### src/rtl/delivery_sequencer_if.sv
// rtl/delivery_sequencer_if.sv - bowl/score bus between the delivery sequencer and the innings scorer
//
// Purpose: bundles the player controls, the packed team data returned by the
// scorer and the delivery/progress outputs driven back to the scorer.
//
// Signals:
//   bowl_btn      level, rising edge requests a delivery
//   team_sw       score-view toggle, bowl edges ignored while high
//   force_en      select force_code instead of the LFSR outcome
//   force_code    forced outcome (9..15 read as 0)
//   team1_data    {runs[7:0], wickets[3:0]} of team 1
//   team2_data    {runs[7:0], wickets[3:0]} of team 2
//   delivery      one-cycle strobe committing outcome_code
//   outcome_code  committed outcome 0..8
//   balls         legal balls in the current over
//   overs         completed overs in the current innings
//   inning_over   0 = team 1 batting, 1 = team 2 batting
//   game_over     sticky match-complete flag
//   winner        0 = team 1, 1 = team 2 (valid with game_over)
//   free_hit      next delivery is a free hit
//
// Modports: master = sequencer side, slave = scorer/player side.

interface delivery_sequencer_if;
  logic        bowl_btn;
  logic        team_sw;
  logic        force_en;
  logic [3:0]  force_code;
  logic [11:0] team1_data;
  logic [11:0] team2_data;
  logic        delivery;
  logic [3:0]  outcome_code;
  logic [2:0]  balls;
  logic [4:0]  overs;
  logic        inning_over;
  logic        game_over;
  logic        winner;
  logic        free_hit;

  modport master (
    input  bowl_btn, team_sw, force_en, force_code, team1_data, team2_data,
    output delivery, outcome_code, balls, overs, inning_over, game_over,
           winner, free_hit
  );

  modport slave (
    output bowl_btn, team_sw, force_en, force_code, team1_data, team2_data,
    input  delivery, outcome_code, balls, overs, inning_over, game_over,
           winner, free_hit
  );
endinterface

### src/rtl/delivery_sequencer.sv
// rtl/delivery_sequencer.sv - turns the bowl button into delivery strobes and tracks innings progress
//
// Purpose: on a bowl_btn rising edge (team_sw low, match not over) latch an
// outcome code (forced or from an 8-bit LFSR), pulse delivery for one cycle,
// wait two cycles for the scorer to update the team data, then evaluate
// ball/over counters and the innings/match end conditions.
//
// Ports:
//   clk    system clock
//   reset  synchronous, active-high
//   bus    delivery_sequencer_if.master (controls, team data, outputs)
//
// Parameters: OVERS (1..31), BALLS_PER_OVER (1..7), MAX_WICKETS (1..15),
//             LFSR_SEED (non-zero).
//
// Optional feature: define FREE_HIT_EN to enable free-hit tracking, where
// a wicket (code 8) following a no-ball (code 7) is replaced by a dot ball.
// Without it free_hit is tied low and codes pass through unchanged.

module delivery_sequencer #(
  parameter int         OVERS          = 20,
  parameter int         BALLS_PER_OVER = 6,
  parameter int         MAX_WICKETS    = 10,
  parameter logic [7:0] LFSR_SEED      = 8'hA5
) (
  input  logic                 clk,
  input  logic                 reset,
  delivery_sequencer_if.master bus
);

  localparam logic [2:0] S_IDLE   = 3'd0;
  localparam logic [2:0] S_LAUNCH = 3'd1;
  localparam logic [2:0] S_SETTLE = 3'd2;
  localparam logic [2:0] S_EVAL   = 3'd3;
  localparam logic [2:0] S_DONE   = 3'd4;

  localparam logic [2:0] BPO_L   = 3'(BALLS_PER_OVER);
  localparam logic [4:0] OVERS_L = 5'(OVERS);
  localparam logic [3:0] MAXW_L  = 4'(MAX_WICKETS);

  logic [2:0] state_q, state_d;
  logic       settle_q, settle_d;
  logic       btn_q;
  logic [7:0] lfsr_q;
  logic [3:0] code_q, code_d;
  logic       delivery_q, delivery_d;
  logic [2:0] balls_q, balls_d;
  logic [4:0] overs_q, overs_d;
  logic       inning_q, inning_d;
  logic       game_over_q, game_over_d;
  logic       winner_q, winner_d;
`ifdef FREE_HIT_EN
  logic       fh_q, fh_d;
`endif

  logic       bowl_edge;
  logic       lfsr_fb;
  logic [3:0] lfsr_raw;
  logic [3:0] lfsr_code;
  logic [3:0] forced_code;
  logic [3:0] pick_code;
  logic [3:0] new_code;
  logic       legal;
  logic       ball_wrap;
  logic [2:0] balls_next;
  logic [4:0] overs_next;
  logic       overs_done;
  logic [7:0] t1_runs, t2_runs;
  logic [3:0] t1_wk, t2_wk;

  assign bowl_edge = bus.bowl_btn & ~btn_q;

  // Fibonacci LFSR, taps 8,6,5,4 (bits 7,5,4,3).
  assign lfsr_fb   = lfsr_q[7] ^ lfsr_q[5] ^ lfsr_q[4] ^ lfsr_q[3];
  assign lfsr_raw  = lfsr_q[3:0];
  // Fold 9..15 back onto 0..6 so every LFSR value maps to a valid outcome.
  assign lfsr_code = (lfsr_raw <= 4'd8) ? lfsr_raw : lfsr_raw - 4'd9;

  assign forced_code = (bus.force_code <= 4'd8) ? bus.force_code : 4'd0;
  assign pick_code   = bus.force_en ? forced_code : lfsr_code;

`ifdef FREE_HIT_EN
  // A batter cannot be dismissed on a free hit: wicket becomes a dot ball.
  assign new_code = (fh_q && pick_code == 4'd8) ? 4'd0 : pick_code;
`else
  assign new_code = pick_code;
`endif

  // Wides (5) and no-balls (7) do not count towards the over.
  assign legal      = (code_q != 4'd5) && (code_q != 4'd7);
  assign ball_wrap  = (balls_q + 3'd1) == BPO_L;
  assign balls_next = !legal ? balls_q : (ball_wrap ? 3'd0 : balls_q + 3'd1);
  assign overs_next = (legal && ball_wrap) ? overs_q + 5'd1 : overs_q;
  assign overs_done = (overs_next == OVERS_L);

  assign t1_runs = bus.team1_data[11:4];
  assign t1_wk   = bus.team1_data[3:0];
  assign t2_runs = bus.team2_data[11:4];
  assign t2_wk   = bus.team2_data[3:0];

  always_comb begin
    state_d     = state_q;
    settle_d    = settle_q;
    code_d      = code_q;
    delivery_d  = 1'b0;
    balls_d     = balls_q;
    overs_d     = overs_q;
    inning_d    = inning_q;
    game_over_d = game_over_q;
    winner_d    = winner_q;
`ifdef FREE_HIT_EN
    fh_d        = fh_q;
`endif
    case (state_q)
      S_IDLE: begin
        if (bowl_edge && !bus.team_sw && !game_over_q) begin
          code_d  = new_code;
          state_d = S_LAUNCH;
        end
      end
      S_LAUNCH: begin
        delivery_d = 1'b1;
        settle_d   = 1'b0;
        state_d    = S_SETTLE;
      end
      S_SETTLE: begin
        // Two cycles for the scorer to fold the delivery into team data.
        if (settle_q) begin
          state_d = S_EVAL;
        end else begin
          settle_d = 1'b1;
        end
      end
      S_EVAL: begin
        state_d = S_IDLE;
`ifdef FREE_HIT_EN
        fh_d = (code_q == 4'd7);
`endif
        if (!inning_q) begin
          if (t1_wk >= MAXW_L || overs_done) begin
            inning_d = 1'b1;
            balls_d  = 3'd0;
            overs_d  = 5'd0;
          end else begin
            balls_d = balls_next;
            overs_d = overs_next;
          end
        end else begin
          balls_d = balls_next;
          overs_d = overs_next;
          // Chase achieved wins outright, even on the last ball or last wicket.
          if (t2_runs > t1_runs) begin
            game_over_d = 1'b1;
            winner_d    = 1'b1;
            state_d     = S_DONE;
          end else if (t2_wk >= MAXW_L || overs_done) begin
            game_over_d = 1'b1;
            winner_d    = 1'b0;
            state_d     = S_DONE;
          end
        end
      end
      S_DONE: begin
        state_d = S_DONE;
      end
      default: begin
        state_d = S_IDLE;
      end
    endcase
  end

  always_ff @(posedge clk) begin
    if (reset) begin
      state_q     <= S_IDLE;
      settle_q    <= 1'b0;
      btn_q       <= 1'b0;
      lfsr_q      <= LFSR_SEED;
      code_q      <= 4'd0;
      delivery_q  <= 1'b0;
      balls_q     <= 3'd0;
      overs_q     <= 5'd0;
      inning_q    <= 1'b0;
      game_over_q <= 1'b0;
      winner_q    <= 1'b0;
    end else begin
      state_q     <= state_d;
      settle_q    <= settle_d;
      btn_q       <= bus.bowl_btn;
      lfsr_q      <= {lfsr_q[6:0], lfsr_fb};
      code_q      <= code_d;
      delivery_q  <= delivery_d;
      balls_q     <= balls_d;
      overs_q     <= overs_d;
      inning_q    <= inning_d;
      game_over_q <= game_over_d;
      winner_q    <= winner_d;
    end
  end

`ifdef FREE_HIT_EN
  always_ff @(posedge clk) begin
    if (reset) begin
      fh_q <= 1'b0;
    end else begin
      fh_q <= fh_d;
    end
  end
  assign bus.free_hit = fh_q;
`else
  assign bus.free_hit = 1'b0;
`endif

  assign bus.delivery     = delivery_q;
  assign bus.outcome_code = code_q;
  assign bus.balls        = balls_q;
  assign bus.overs        = overs_q;
  assign bus.inning_over  = inning_q;
  assign bus.game_over    = game_over_q;
  assign bus.winner       = winner_q;

endmodule

### src/flat_wrapper.sv
// flat-port wrapper written by rule: the top's interface ports become plain ports
module delivery_sequencer_flat 
#(
  parameter int         OVERS          = 20,
  parameter int         BALLS_PER_OVER = 6,
  parameter int         MAX_WICKETS    = 10,
  parameter logic [7:0] LFSR_SEED      = 8'hA5
)
  (clk, reset, bus_bowl_btn, bus_team_sw, bus_force_en, bus_force_code, bus_team1_data, bus_team2_data, bus_delivery, bus_outcome_code, bus_balls, bus_overs, bus_inning_over, bus_game_over, bus_winner, bus_free_hit);
  delivery_sequencer_if bus_i ();
  input  logic clk;
  input  logic reset;
  input wire logic [$bits(bus_i.bowl_btn)-1:0] bus_bowl_btn;
  input wire logic [$bits(bus_i.team_sw)-1:0] bus_team_sw;
  input wire logic [$bits(bus_i.force_en)-1:0] bus_force_en;
  input wire logic [$bits(bus_i.force_code)-1:0] bus_force_code;
  input wire logic [$bits(bus_i.team1_data)-1:0] bus_team1_data;
  input wire logic [$bits(bus_i.team2_data)-1:0] bus_team2_data;
  output wire logic [$bits(bus_i.delivery)-1:0] bus_delivery;
  output wire logic [$bits(bus_i.outcome_code)-1:0] bus_outcome_code;
  output wire logic [$bits(bus_i.balls)-1:0] bus_balls;
  output wire logic [$bits(bus_i.overs)-1:0] bus_overs;
  output wire logic [$bits(bus_i.inning_over)-1:0] bus_inning_over;
  output wire logic [$bits(bus_i.game_over)-1:0] bus_game_over;
  output wire logic [$bits(bus_i.winner)-1:0] bus_winner;
  output wire logic [$bits(bus_i.free_hit)-1:0] bus_free_hit;
  assign bus_i.bowl_btn = bus_bowl_btn;
  assign bus_i.team_sw = bus_team_sw;
  assign bus_i.force_en = bus_force_en;
  assign bus_i.force_code = bus_force_code;
  assign bus_i.team1_data = bus_team1_data;
  assign bus_i.team2_data = bus_team2_data;
  assign bus_delivery = bus_i.delivery;
  assign bus_outcome_code = bus_i.outcome_code;
  assign bus_balls = bus_i.balls;
  assign bus_overs = bus_i.overs;
  assign bus_inning_over = bus_i.inning_over;
  assign bus_game_over = bus_i.game_over;
  assign bus_winner = bus_i.winner;
  assign bus_free_hit = bus_i.free_hit;
  delivery_sequencer #(.OVERS(OVERS), .BALLS_PER_OVER(BALLS_PER_OVER), .MAX_WICKETS(MAX_WICKETS), .LFSR_SEED(LFSR_SEED)) u_core (.clk(clk), .reset(reset), .bus(bus_i));
endmodule
### config.mk
export PLATFORM = sky130hd
export DESIGN_NAME = delivery_sequencer_flat
export DESIGN_NICKNAME = d
export VERILOG_FILES = /design/src/rtl/delivery_sequencer_if.sv /design/src/rtl/delivery_sequencer.sv /design/src/flat_wrapper.sv
export SDC_FILE = /design/constraint.sdc
export NUM_CORES = 1
export LEC_CHECK = 0
export CELL_PAD_IN_SITES_DETAIL_PLACEMENT = 0
export CELL_PAD_IN_SITES_GLOBAL_PLACEMENT = 1
export CORE_ASPECT_RATIO = 1.2
export CORE_MARGIN = 5
export CORE_UTILIZATION = 32
export CTS_BUF_LIST = sky130_fd_sc_hd__clkbuf_8
export DETAILED_ROUTE_END_ITERATION = 8
export PLACE_DENSITY_LB_ADDON = 0.1
export SLEW_MARGIN = 20
export SYNTH_ARGS = -nofsm -noshare
export SYNTH_HDL_FRONTEND = slang
export SYNTH_SLANG_ARGS = --single-unit
### constraint.sdc
create_clock -name clk -period 2.14 [get_ports clk]
set_input_delay 0.428 -clock clk [delete_from_list [all_inputs] [get_ports clk]]
set_output_delay 0.428 -clock clk [all_outputs]
set_load 0.005 [all_outputs]
[Yosys cells after proc, flatten, opt, wreduce, memory -nomap -nowiden]
Index checks and enable logic that the tools add are counted.
Word-level totals
  output and inout port bits: 17
  memory bits (writable): 0
  memories kept: 0
  register bits after elaboration: 29
  bits in read-only memories: 0
  bits in latches: 0
Operators by class
  equality and inequality tests: 10
  $add $sub $neg: 3
  div/mod/pow operators: 0
  reduce and logical (&&, ||, !) cells: 14
  order comparisons: 5
  mux-type cells: 24
  bitwise operators: 5
  multiply operators: 0
  shift operators: 0
Operators by type and width (count)
  3-bit 2-to-1 mux: 9
  5-bit 2-to-1 mux: 3
  3-bit one-hot mux with 5 select lines: 1
  4-bit 2-to-1 mux: 3
  4-bit >= comparator (second input constant): 2
  8-bit > comparator: 1
  4-bit <= comparator (second input constant): 2
  4-bit by 3-bit inequality test with 1-bit output (second input constant): 2
  1-bit 2-to-1 mux: 7
  3-bit by 2-bit equality test with 1-bit output (second input constant): 2
  3-bit equality test (second input constant): 2
  5-bit by 1-bit adder with 5-bit output (second input constant): 1
  5-bit equality test (second input constant): 1
  1-bit logical AND: 4
  2-bit by 1-bit inequality test with 1-bit output (second input constant): 2
  2-bit AND reduction: 2
  2-bit nonzero test: 2
  4-bit subtractor (second input constant): 1
  3-bit by 1-bit adder with 3-bit output (second input constant): 1
  3-bit by 1-bit equality test with 1-bit output (second input constant): 1
  3-bit logical NOT: 1
  3-bit AND reduction: 1
  1-bit XOR: 3
  1-bit logical NOT: 2
  other kinds (4): 5

[Depth between registers and ports, before layout]
  depth in word-level cells: 10
  mapped depth: 8
  depth with buffers taken out: 8

[Least setup slack after synthesis]
Ideal clock, no wire load.
  path kind: reg2reg
  from: reg u_core.balls_q[0], in the netlist u_core.bus.balls[0]
  to: reg u_core.balls_q[1], in the netlist u_core.bus.balls[1]
  stages on the path, launching flop included: 9
  slack: 0.066 ns
  clock period less this slack: 2.074 ns
  arrival time: 1.978 ns
  cell sequence: dfxtp_1 > ha_1 > xor2_1 > and3_1 > buf_2 > mux2_4 > o211ai_4 > a21oi_2 > o41ai_2
On the way
  word-level cells in the longest chain between the ends: 8
  elaborated cells between the ends (all ways): 10
  those cells by class: 1 x add/sub; 2 x eq/ne; 5 x mux; 2 x reduce/logical
Ends and longest elaborated chain
  from (decl): line delivery_sequencer.sv:47  | logic [2:0] balls_q, balls_d;
  from (signal assigned): line delivery_sequencer.sv:192  | balls_q <= balls_d;
  3-bit by 1-bit adder with 3-bit output (*): line delivery_sequencer.sv:91, delivery_sequencer.sv:92
  3-bit equality test: line delivery_sequencer.sv:91  | assign ball_wrap = (balls_q + 3'd1) == BPO_L;
  1-bit logical AND: line delivery_sequencer.sv:93  | assign overs_next = (legal && ball_wrap) ? overs_q + 5'd1 : overs_q;
  5-bit 2-to-1 mux: line delivery_sequencer.sv:93
  5-bit equality test: line delivery_sequencer.sv:94  | assign overs_done = (overs_next == OVERS_L);
  1-bit logical OR: line delivery_sequencer.sv:140  | if (t1_wk >= MAXW_L || overs_done) begin
  3-bit 2-to-1 mux: line delivery_sequencer.sv:140
  3-bit 2-to-1 mux (*): line delivery_sequencer.sv:139  | if (!inning_q) begin
Mark *: on every way between the ends. The rest lies on a longest branch, timed or not.
A chain may end at the register's enable or synchronous reset.

[Worst setup path after layout]
  from: reg u_core.balls_q[1], in the netlist u_core.bus.balls[1]
  to: reg u_core.balls_q[2], in the netlist u_core.bus.balls[2]
The elaborated chain is that of the path after synthesis.

==> results by group <==
Power
  • Total design power: 1210 uW
  • Max rail drop VDD: 0.000213 V
  • Static Leak: 0.000980 uW
  • Power Dens Cells: 501 nW/um^2

Floorplanning
  • Core ar.: 5230 sq um
  • # IOs: 50
  • Die width: 76.3 microns
  • Starting Density: 0.323
  • Std cell rows: 29
  • Die Y-Extent: 89.6 microns
  • Die area: 6830 sq um

Timing
  • Fin. max-slew vios: 0
  • Final Cycle Share: 0.958
  • Final setup vio count: 0
  • RSZ-0062 raised after global routing: false
  • Min cycle time layout: 2.05 ns
  • Setup ws final: 0.0906 ns
  • Clock skew: 0.00549 ns
  • Hold Vio Cnt, Final: 0
  • FMAX: 488 MHz

Logic synthesis
  • Ys flop type: dfxtp_1
  • Unique masters post-synth: 47
  • Average size of a mapped cell: 8.57 sq um
  • Seq/Total Area, Yosys: 0.344
  • Area of the mapped netlist: 1690 sq um
  • Ys async rst share: 0
  • EDFF count, synth: 0
  • Ys Warns: 0
  • Mapped Cells: 197
  • #FFs+latches synth: 29
  • Post-Synthesis Net Count: 242

Worst setup path
  • Slowest-stage cell, CP: dfxtp_1
  • WS Path Type: flip-flop to flip-flop
  • CP max stage delay: 0.33 ns
  • Crit Reg-Reg Endpoint: u_core.bus.balls[2]
  • Reg2reg start: u_core.bus.balls[1]
  • Kind of cell adding the most delay to the critical path: compound AO/OA/AOI/OAI gates
  • CP Launch Point: u_core.bus.balls[1]
  • Crit path to: u_core.bus.balls[2]
  • Worst path buffer plus inverter count: 2
  • Crit start category: flip-flop
  • Cell Chain, Critical Path: buf_4, inv_1, ha_1, and3_4, mux2_4, o211ai_4, a21oi_2, o41ai_2
  • Critical Path AT: 2.23 ns
  • Stages on worst setup path: 8
  • Path depth of the worst reg2reg path: 8
  • Reg2Reg Setup Slack: 0.09 ns
  • Critical Path End Type: flip-flop
  • Req. time, crit path: 2.32 ns
  • CP max FO: 5

Routing
  • Detailed Route WL: 4.01 mm
  • Iteration-0 DRC count of the detailed router: 62
  • Final ANT Viol Nets: 0
  • DRT Pass-1 Iters: 4
  • Drt wl/cell: 12.6 microns
  • DR vias/cell: 5.03
  • Drc violations: 0
  • Total number of vias: 1598

Global routing
  • Total track usage: 0.122
  • First-pass GRT wire length: 6.75 mm
  • Global route overflow: 0
  • Largest net degree at the start of global routing: 31
  • Vias in the first global route: 1541
  • Initial antenna violation count: 0

Clocking
  • Htree depth: 2
  • Sink Count: 29
  • Skew-Pair Late Insertion Delay: 0.28 ns
  • Clock Tree Root: clkbuf_8
  • Hold_buf cts: 0
  • CTS tree: done
  • Clock Path Buffers: 2
  • TritonCTS Buffers: 5
  • Reg clk slew, reported paths: 0.06 ns

Final layout
  • Final #Nets: 300
  • P&R area growth vs syn: 43.6%
  • Non-Filler Instances: 318
  • Core Util, Final: 0.464
  • Most common library cell in the layout ignoring fill and taps: clkdlybuf4s50_1
  • ANT cells: 0
  • Commonest non-fill, non-tap cells in the layout: clkdlybuf4s50_1, dfxtp_1, nor2_1, a21oi_1
  • Share of post-route cells with drive strength above 1: 0.148

Outcome
  • Outcome: finished, final reports clean

Placed design
  • Post-place setup slack: -0.141 ns
  • Placed cells: 309
  • Final Wtd Congestion: 0.786
  • I/O Buffers: 46
  • HPWL Detailed: 3.12 mm

Flow run
  • Max-Cap Viols: 0

Hold path
  • Worst hold path class: flip-flop to flip-flop
-- synthesized netlist by cell type, types with 4 or more instances --
master	number	area share
nor3_1	4	0.012
a21oi_1	16	0.047
nand4_1	5	0.019
nor2b_1	6	0.022
dfxtp_1	29	0.34
xor2_1	5	0.026
nand3b_1	5	0.022
nand2_1	9	0.020
xnor2_1	5	0.026
nor2_1	22	0.049
ha_1	12	0.089
o21ai_0	7	0.021
clkbuf_1	7	0.016
inv_1	14	0.031
-- logic make-up (layout without fill, tap and decap cells) --
| family | after synthesis | after routing | share of synthesized area |
|---|---|---|---|
| adders and majority gates | 12 | 12 | 0.0890 |
| buffers and inverters | 24 | 83 | 0.0571 |
| muxes | 2 | 2 | 0.0148 |
| xor gates and xnor gates | 10 | 10 | 0.0519 |
| other | 1 | 1 | 0.00222 |
| DFF | 29 | 29 | 0.344 |
| AOI/OAI and AO/OA | 48 | 48 | 0.205 |
| and+or+nand+nor | 71 | 71 | 0.236 |
-- power breakdown --
group | leakage (uW) | total (uW) | switching [uW] | internal (uW)
combinational | 0.000699 | 204 | 83.5 | 120
clock | 0.0000439 | 431 | 207 | 224
sequential | 0.000237 | 579 | 17.0 | 562
-- routing by layer --
layer | vias to the layer above | global-route usage | share of wire
met3 | 4 | 0.0444 | 0.061
met4 | 0 | 0.0493 | 0.013
met1 | 742 | 0.132 | 0.44
met5 | - | 0 | 0
li1 | 815 | - | -
met2 | 37 | 0.218 | 0.49
-- sequential cells by signal (all words and copies together) (netlist names), 3 cells and up --
name / count
u_core.bus.balls: 3
u_core.state_q: 3
u_core.bus.overs: 5
u_core.lfsr_q: 8
u_core.bus.outcome_code: 4
-- stage by stage --
stage | cell area (sq um) | setup TNS (ns) | hold slack [ns]
final | 2420 | 0 | 0.424
after global routing | 2420 | 0 | 0.438
after CTS | 2390 | 0 | 0.430
after detailed placement | 2300 | -0.621 | 0.409
after global placement | 2300 | -0.510 | 0.398
after floorplan | 1690 | 0 | 0.389
-- worst reg2reg max path, cell delays in order (launching register included) --
cell      delay [ns]
dfxtp_1         0.33
buf_4           0.15
inv_1           0.09
ha_1            0.20
and3_4          0.21
mux2_4          0.32
o211ai_4        0.26
a21oi_2         0.12
o41ai_2         0.28
-- final cells by class --
class	instances	area [sq um]
clock inverter	3	17.5
timing repair buffer	61	586
tap	62	77.6
multi-input combinational	144	1040
fill	532	2800
inverter	14	52.6
clock buffer	5	68.8
sequential	29	581
-- worst min path at each step --
| stage | from | to | slack, ns | cells past startpoint |
|---|---|---|---|---|
| final | u_core.lfsr_q[6] | u_core.lfsr_q[7] | 0.42 | 1 |
| after CTS | u_core.lfsr_q[6] | u_core.lfsr_q[7] | 0.43 | 1 |
| after floorplan | u_core.lfsr_q[6] | u_core.lfsr_q[7] | 0.39 | 1 |
| after detailed placement | u_core.lfsr_q[6] | u_core.lfsr_q[7] | 0.41 | 1 |
| after global placement | u_core.lfsr_q[6] | u_core.lfsr_q[7] | 0.40 | 1 |
| after global routing | u_core.lfsr_q[6] | u_core.lfsr_q[7] | 0.44 | 1 |
-- timing repair --
item | in CTS | in global routing
gates resized for setup | 1 | 4
setup buffers | 0 | 1
endpoints found under the setup margin | 2 | 3
pin swaps | 0 | 2
Note: power is estimated with default switching activity, not from simulation.
==> RTL change 1, RTL diff (same flow settings) <==
Add a define of `FREE_HIT_EN`.
--- a/src/rtl/delivery_sequencer.sv
+++ b/src/rtl/delivery_sequencer.sv
@@ -17,4 +17,6 @@
 // a wicket (code 8) following a no-ball (code 7) is replaced by a dot ball.
 // Without it free_hit is tied low and codes pass through unchanged.
+
+`define FREE_HIT_EN
 
 module delivery_sequencer #(
Check against the original RTL: not equivalent (Yosys sat finds a counterexample within 10 cycles, from zero or initial values and one cycle with reset high).
==> RTL change 1 against the original RTL <==
  * Maximum frequency decreased by 1.4%
  * First-iteration DRC count increased by 13%
  * Global-route usage increased by 1.0 points
  * Sequential cell count increased by 1
  * Worst setup slack got worse by 0.029 ns
  * Design area increased by 12%
  * Utilization increased by 4.0 points
  * Wire length increased by 15%
  * Non-clock buffer count increased by 12
  * Area after synthesis increased by 5.9%
  * Power increased by 27%
  * Critical endpoint is now u_core.bus.balls[1]
==> RTL change 1: results (changes against the original RTL) <==
{| class="wikitable"
! Metric !! Value
|-
| Combined global-route utilization of all metal layers || 13.2% (+1.0 points)
|-
| Sequential fraction of the synthesis area || 33.6% (-0.81 points)
|-
| Synth top area cells || dfxtp_1 (34%), ha_1 (8.4%), a21oi_1 (4.2%)
|-
| Number of cells after detailed placement || 340 (+10%)
|-
| Fill cell count || 540 (+1.5%)
|-
| Worst setup endpoint || u_core.bus.balls[1]
|-
| Placed standard-cell area || 2510 sq um (+9.0%)
|-
| Area taken by multi-input logic gates || 1140 sq um (+9.6%)
|-
| Proportion of total power due to net switching || 21.9% (-3.5 points)
|-
| Worst endpoint data arrival time || 2.27 ns (+0.04 ns)
|-
| Worst setup slack for register-to-register paths || 0.06 ns (-0.03 ns)
|-
| Power of the combinational group || 225 uW (+10%)
|-
| Layout Skew || 0.00414 ns (-0.00135 ns)
|-
| Power in sequential cells || 597 uW (+3%)
|-
| Total internal power || 1.21 mW (+33%)
|-
| Post-Layout Cell Count || 348 (+9.4%)
|-
| Nonclk inv count || 18 (+4)
|-
| Synthesized net count || 260 (+7.4%)
|-
| GPL Wtd Cong || 0.803 (+2.2%)
|-
| Die Outline Area || 7190 sq um (+5.2%)
|-
| Top cells by count, synth || dfxtp_1 (30), inv_1 (18), nor2_1 (17), a21oi_1 (15), nand2_1 (14)
|-
| Detailed placer's ending HPWL || 3.60 mm (+15%)
|-
| Maximum fanout along the worst path || 8 (+3)
|-
| Post-layout util || 50.4% (+4.0 points)
|-
| Pin count of the biggest net entering global routing || 32 (+3.2%)
|-
| Clk cell area share || 5.27% (+1.7 points)
|-
| Vias in the first global route || 1,726 (+12%)
|-
| Largest voltage drop on the vdd net || 0.260 mV (+22%)
|-
| Routed length per placed instance || 13.3 um (+5.1%)
|-
| Buffers added on ports || 47 (+2.2%)
|-
| Number of multi-input combinational cells in the layout || 157 (+9.0%)
|-
| Time the worst path needs with I/O delays and setup || 2.08 ns (+0.0292 ns)
|-
| Leakage component of the power || 1.09 nW (+12%)
|-
| Global-route wire length before repair || 7.68 mm (+14%)
|-
| Clock-pin transition on the worst setup and hold timing paths || 0.07 ns
|-
| Status || completed
|-
| Start point of the critical path || u_core.bus.balls[0]
|-
| Number of standard cells after synthesis || 215 (+9.1%)
|-
| Register Area || 601 sq um (+3.4%)
|-
| Slowest cell delay on critical path || 0.58 ns (+0.25 ns)
|-
| Destination of the worst register-to-register timing path || u_core.bus.balls[1]
|-
| FF+latch count, synth || 30 (+3.4%)
|-
| Iteration-0 DRC count of the detailed router || 70 (+13%)
|-
| Non-clock buffering overhead || 25.0% (+0.89 points)
|-
| Final worst hold slack || 0.411 ns (-0.0129 ns)
|}
RTL change 1: changes by cell type after synthesis, sizes merged, moves of 3 or more:
cell and delta:
a211oi +4, and3b +3, inv +4, nand3 +4, a21o -3, nand3b -4, nor2 -5, a31oi +4
nand2 +5
RTL change 1: logic make-up (layout without fill, tap and decap cells):
group / after synthesis / in the layout / share of synthesized area, %
adder cells (fa/ha/maj): 12 / 12 / 8.40
multiplexers: 4 / 4 / 3.01
flip-flops: 30 / 30 / 33.6
AO/OA/AOI/OAI: 58 / 58 / 22.3
buffers and inverters: 28 / 99 / 6.02
AND/OR/NAND/NOR: 74 / 74 / 22.3
XOR/XNOR: 9 / 9 / 4.41
RTL change 1: repair_timing:
action,in CTS,in global routing
setup endpoints to repair,15,12
resized for setup,2,10
hold endpoints to repair,0,0
pin swaps,0,6
cloned,0,0
RTL change 1: per-layer routing:
layer,part of all wire [%],vias up,track usage [%]
met3,6.7,5,4.31
met4,1.2,0,3.94
met2,49,38,23.1
met5,0,-,0
met1,43,835,15.2
li1,-,915,-
==> RTL change 2, RTL diff (same settings) <==
Without the edit above. `BALLS_PER_OVER` is set to 6 in 2 places; all go to 5.
--- a/src/rtl/delivery_sequencer.sv
+++ b/src/rtl/delivery_sequencer.sv
@@ -20,5 +20,5 @@
 module delivery_sequencer #(
   parameter int         OVERS          = 20,
-  parameter int         BALLS_PER_OVER = 6,
+  parameter int         BALLS_PER_OVER = 5,
   parameter int         MAX_WICKETS    = 10,
   parameter logic [7:0] LFSR_SEED      = 8'hA5
--- a/src/flat_wrapper.sv
+++ b/src/flat_wrapper.sv
@@ -3,5 +3,5 @@
 #(
   parameter int         OVERS          = 20,
-  parameter int         BALLS_PER_OVER = 6,
+  parameter int         BALLS_PER_OVER = 5,
   parameter int         MAX_WICKETS    = 10,
   parameter logic [7:0] LFSR_SEED      = 8'hA5
Function: no difference found for any inputs over 10 cycles, from zero or initial values and one cycle with reset high; that may be too few to reach the edited logic, so the function may still have changed.
==> RTL change 2 against the original RTL <==
  * Non-clock buffer count up 5
  * Design area rose by 3.1%
  * Critical endpoint is now u_core.bus.balls[1]
  * Area after synthesis down 0.82%
  * Power increased by 13%
  * Wire length decreased by 1.4%
  * Sequential cell count unchanged
  * Worst setup slack worse by 0.038 ns
  * Highest routed layer unchanged
  * Global-route usage decreased by 0.42 points
==> RTL change 2: results (changes against the original RTL) <==
{| class="wikitable"
! Metric !! Value
|-
| Status || completed
|-
| GR Layer Usage met1 || 14.4% (+1.2 points)
|-
| Worst path slowest cell || a2111oi_1
|-
| Final worst hold slack || 0.410 ns (-0.0144 ns)
|-
| Net count, final || 310 (+3.3%)
|-
| Ratio of cells with drive above 1 in the final layout || 19.2% (+4.3 points)
|-
| Worst setup slack for register-to-register paths || 0.05 ns (-0.04 ns)
|-
| Number of multi-input combinational cells in the layout || 145 (+0.69%)
|-
| Routed length per placed instance || 12.1 um (-3.8%)
|-
| Post-layout util || 49.9% (+3.5 points)
|-
| Synthesized net count || 247 (+2.1%)
|-
| Vias in the first global route || 1,514 (-1.8%)
|-
| Post-cts gate resize count || 4 (+3)
|-
| Top cells by count, synth || dfxtp_1 (29), nor2_1 (21), inv_1 (18), a21oi_1 (16)
|-
| Combined global-route utilization of all metal layers || 11.8% (-0.42 points)
|-
| Met2 WL || 1.70 mm (-13%)
|-
| Clock network power || 601 uW (+39%)
|-
| Library cells used by synthesis || 46 (-2.1%)
|-
| Met2 layer usage reported by global route || 19.2% (-2.6 points)
|-
| Non-clock buffering overhead || 24.6% (+0.43 points)
|-
| Sequential cell count of the final layout || 29 (unchanged)
|-
| Overall power consumption || 1.38 mW (+13%)
|-
| Total internal power || 1.06 mW (+17%)
|-
| Power of the combinational group || 198 uW (-3%)
|-
| Detailed placer's ending HPWL || 3.05 mm (-2.1%)
|-
| Mean instance size in the synthesized netlist || 8.29 sq um (-3.3%)
|-
| Synth top area cells || dfxtp_1 (35%), ha_1 (9.0%), a21oi_1 (4.8%)
|-
| Start point of the critical path || u_core.bus.balls[0]
|-
| Leakage component of the power || 1.02 nW (+3.6%)
|-
| Nonclk inv count || 18 (+4)
|-
| Vias after detailed routing || 1,622 (+1.5%)
|-
| Average vias per placed instance || 4.98 (-0.99%)
|-
| Seq/total area || 23.3% (-0.62 points)
|-
| Required time of the critical path || 2.30 ns (-0.02 ns)
|-
| Mux share of post-synthesis cell area || 3.29% (+1.8 points)
|-
| Metal1 wirelength || 1.87 mm (+5.8%)
|-
| Share of the synthesized netlist area taken by xor and xnor gates || 3.59% (-1.6 points)
|-
| Slowest cell delay on critical path || 0.38 ns (+0.05 ns)
|-
| Largest voltage drop on the vdd net || 0.360 mV (+69%)
|-
| Clk cell area share || 4.81% (+1.2 points)
|-
| Destination of the worst register-to-register timing path || u_core.bus.balls[1]
|-
| Non-clock buffer total of the final layout || 66 (+8.2%)
|-
| Worst slack after detailed placement || -0.308 ns (-0.167 ns)
|-
| Area taken by multi-input logic gates || 1040 sq um (-0.24%)
|-
| Global-route wire length before repair || 6.55 mm (-3.0%)
|-
| Pin count of the biggest net entering global routing || 29 (-6.5%)
|-
| Compound-cell area share of the yosys netlist || 18.7% (-1.8 points)
|-
| Iteration-0 DRC count of the detailed router || 84 (+35%)
|-
| Number of cells after detailed placement || 316 (+2.3%)
|}
==> RTL change 2: cell count changes after synthesis, sizes merged, moves of 2 or more <==
| cell | before | now |
|---|---|---|
| xor2 | 5 | 3 |
| nand3 | 3 | 5 |
| o21ai | 9 | 12 |
| a32o | 0 | 4 |
| xnor2 | 5 | 3 |
| a22o | 0 | 2 |
| a311oi | 2 | 0 |
| inv | 14 | 18 |
| a21o | 3 | 0 |
| mux2i | 1 | 4 |
==> RTL change 2: how the worst max path moves through the flow <==
stage	end	slack, ns	cells past startpoint
2_1_floorplan	u_core.bus.balls[1]	0.02	7
3_3_place_gp	u_core.bus.game_over	-0.28	10
3_5_place_dp	u_core.bus.outcome_code[1]	-0.31	5
4_1_cts	u_core.bus.balls[1]	-0.01	7
5_1_grt	u_core.bus.overs[1]	-0.03	7
6_report	u_core.bus.balls[1]	0.05	8
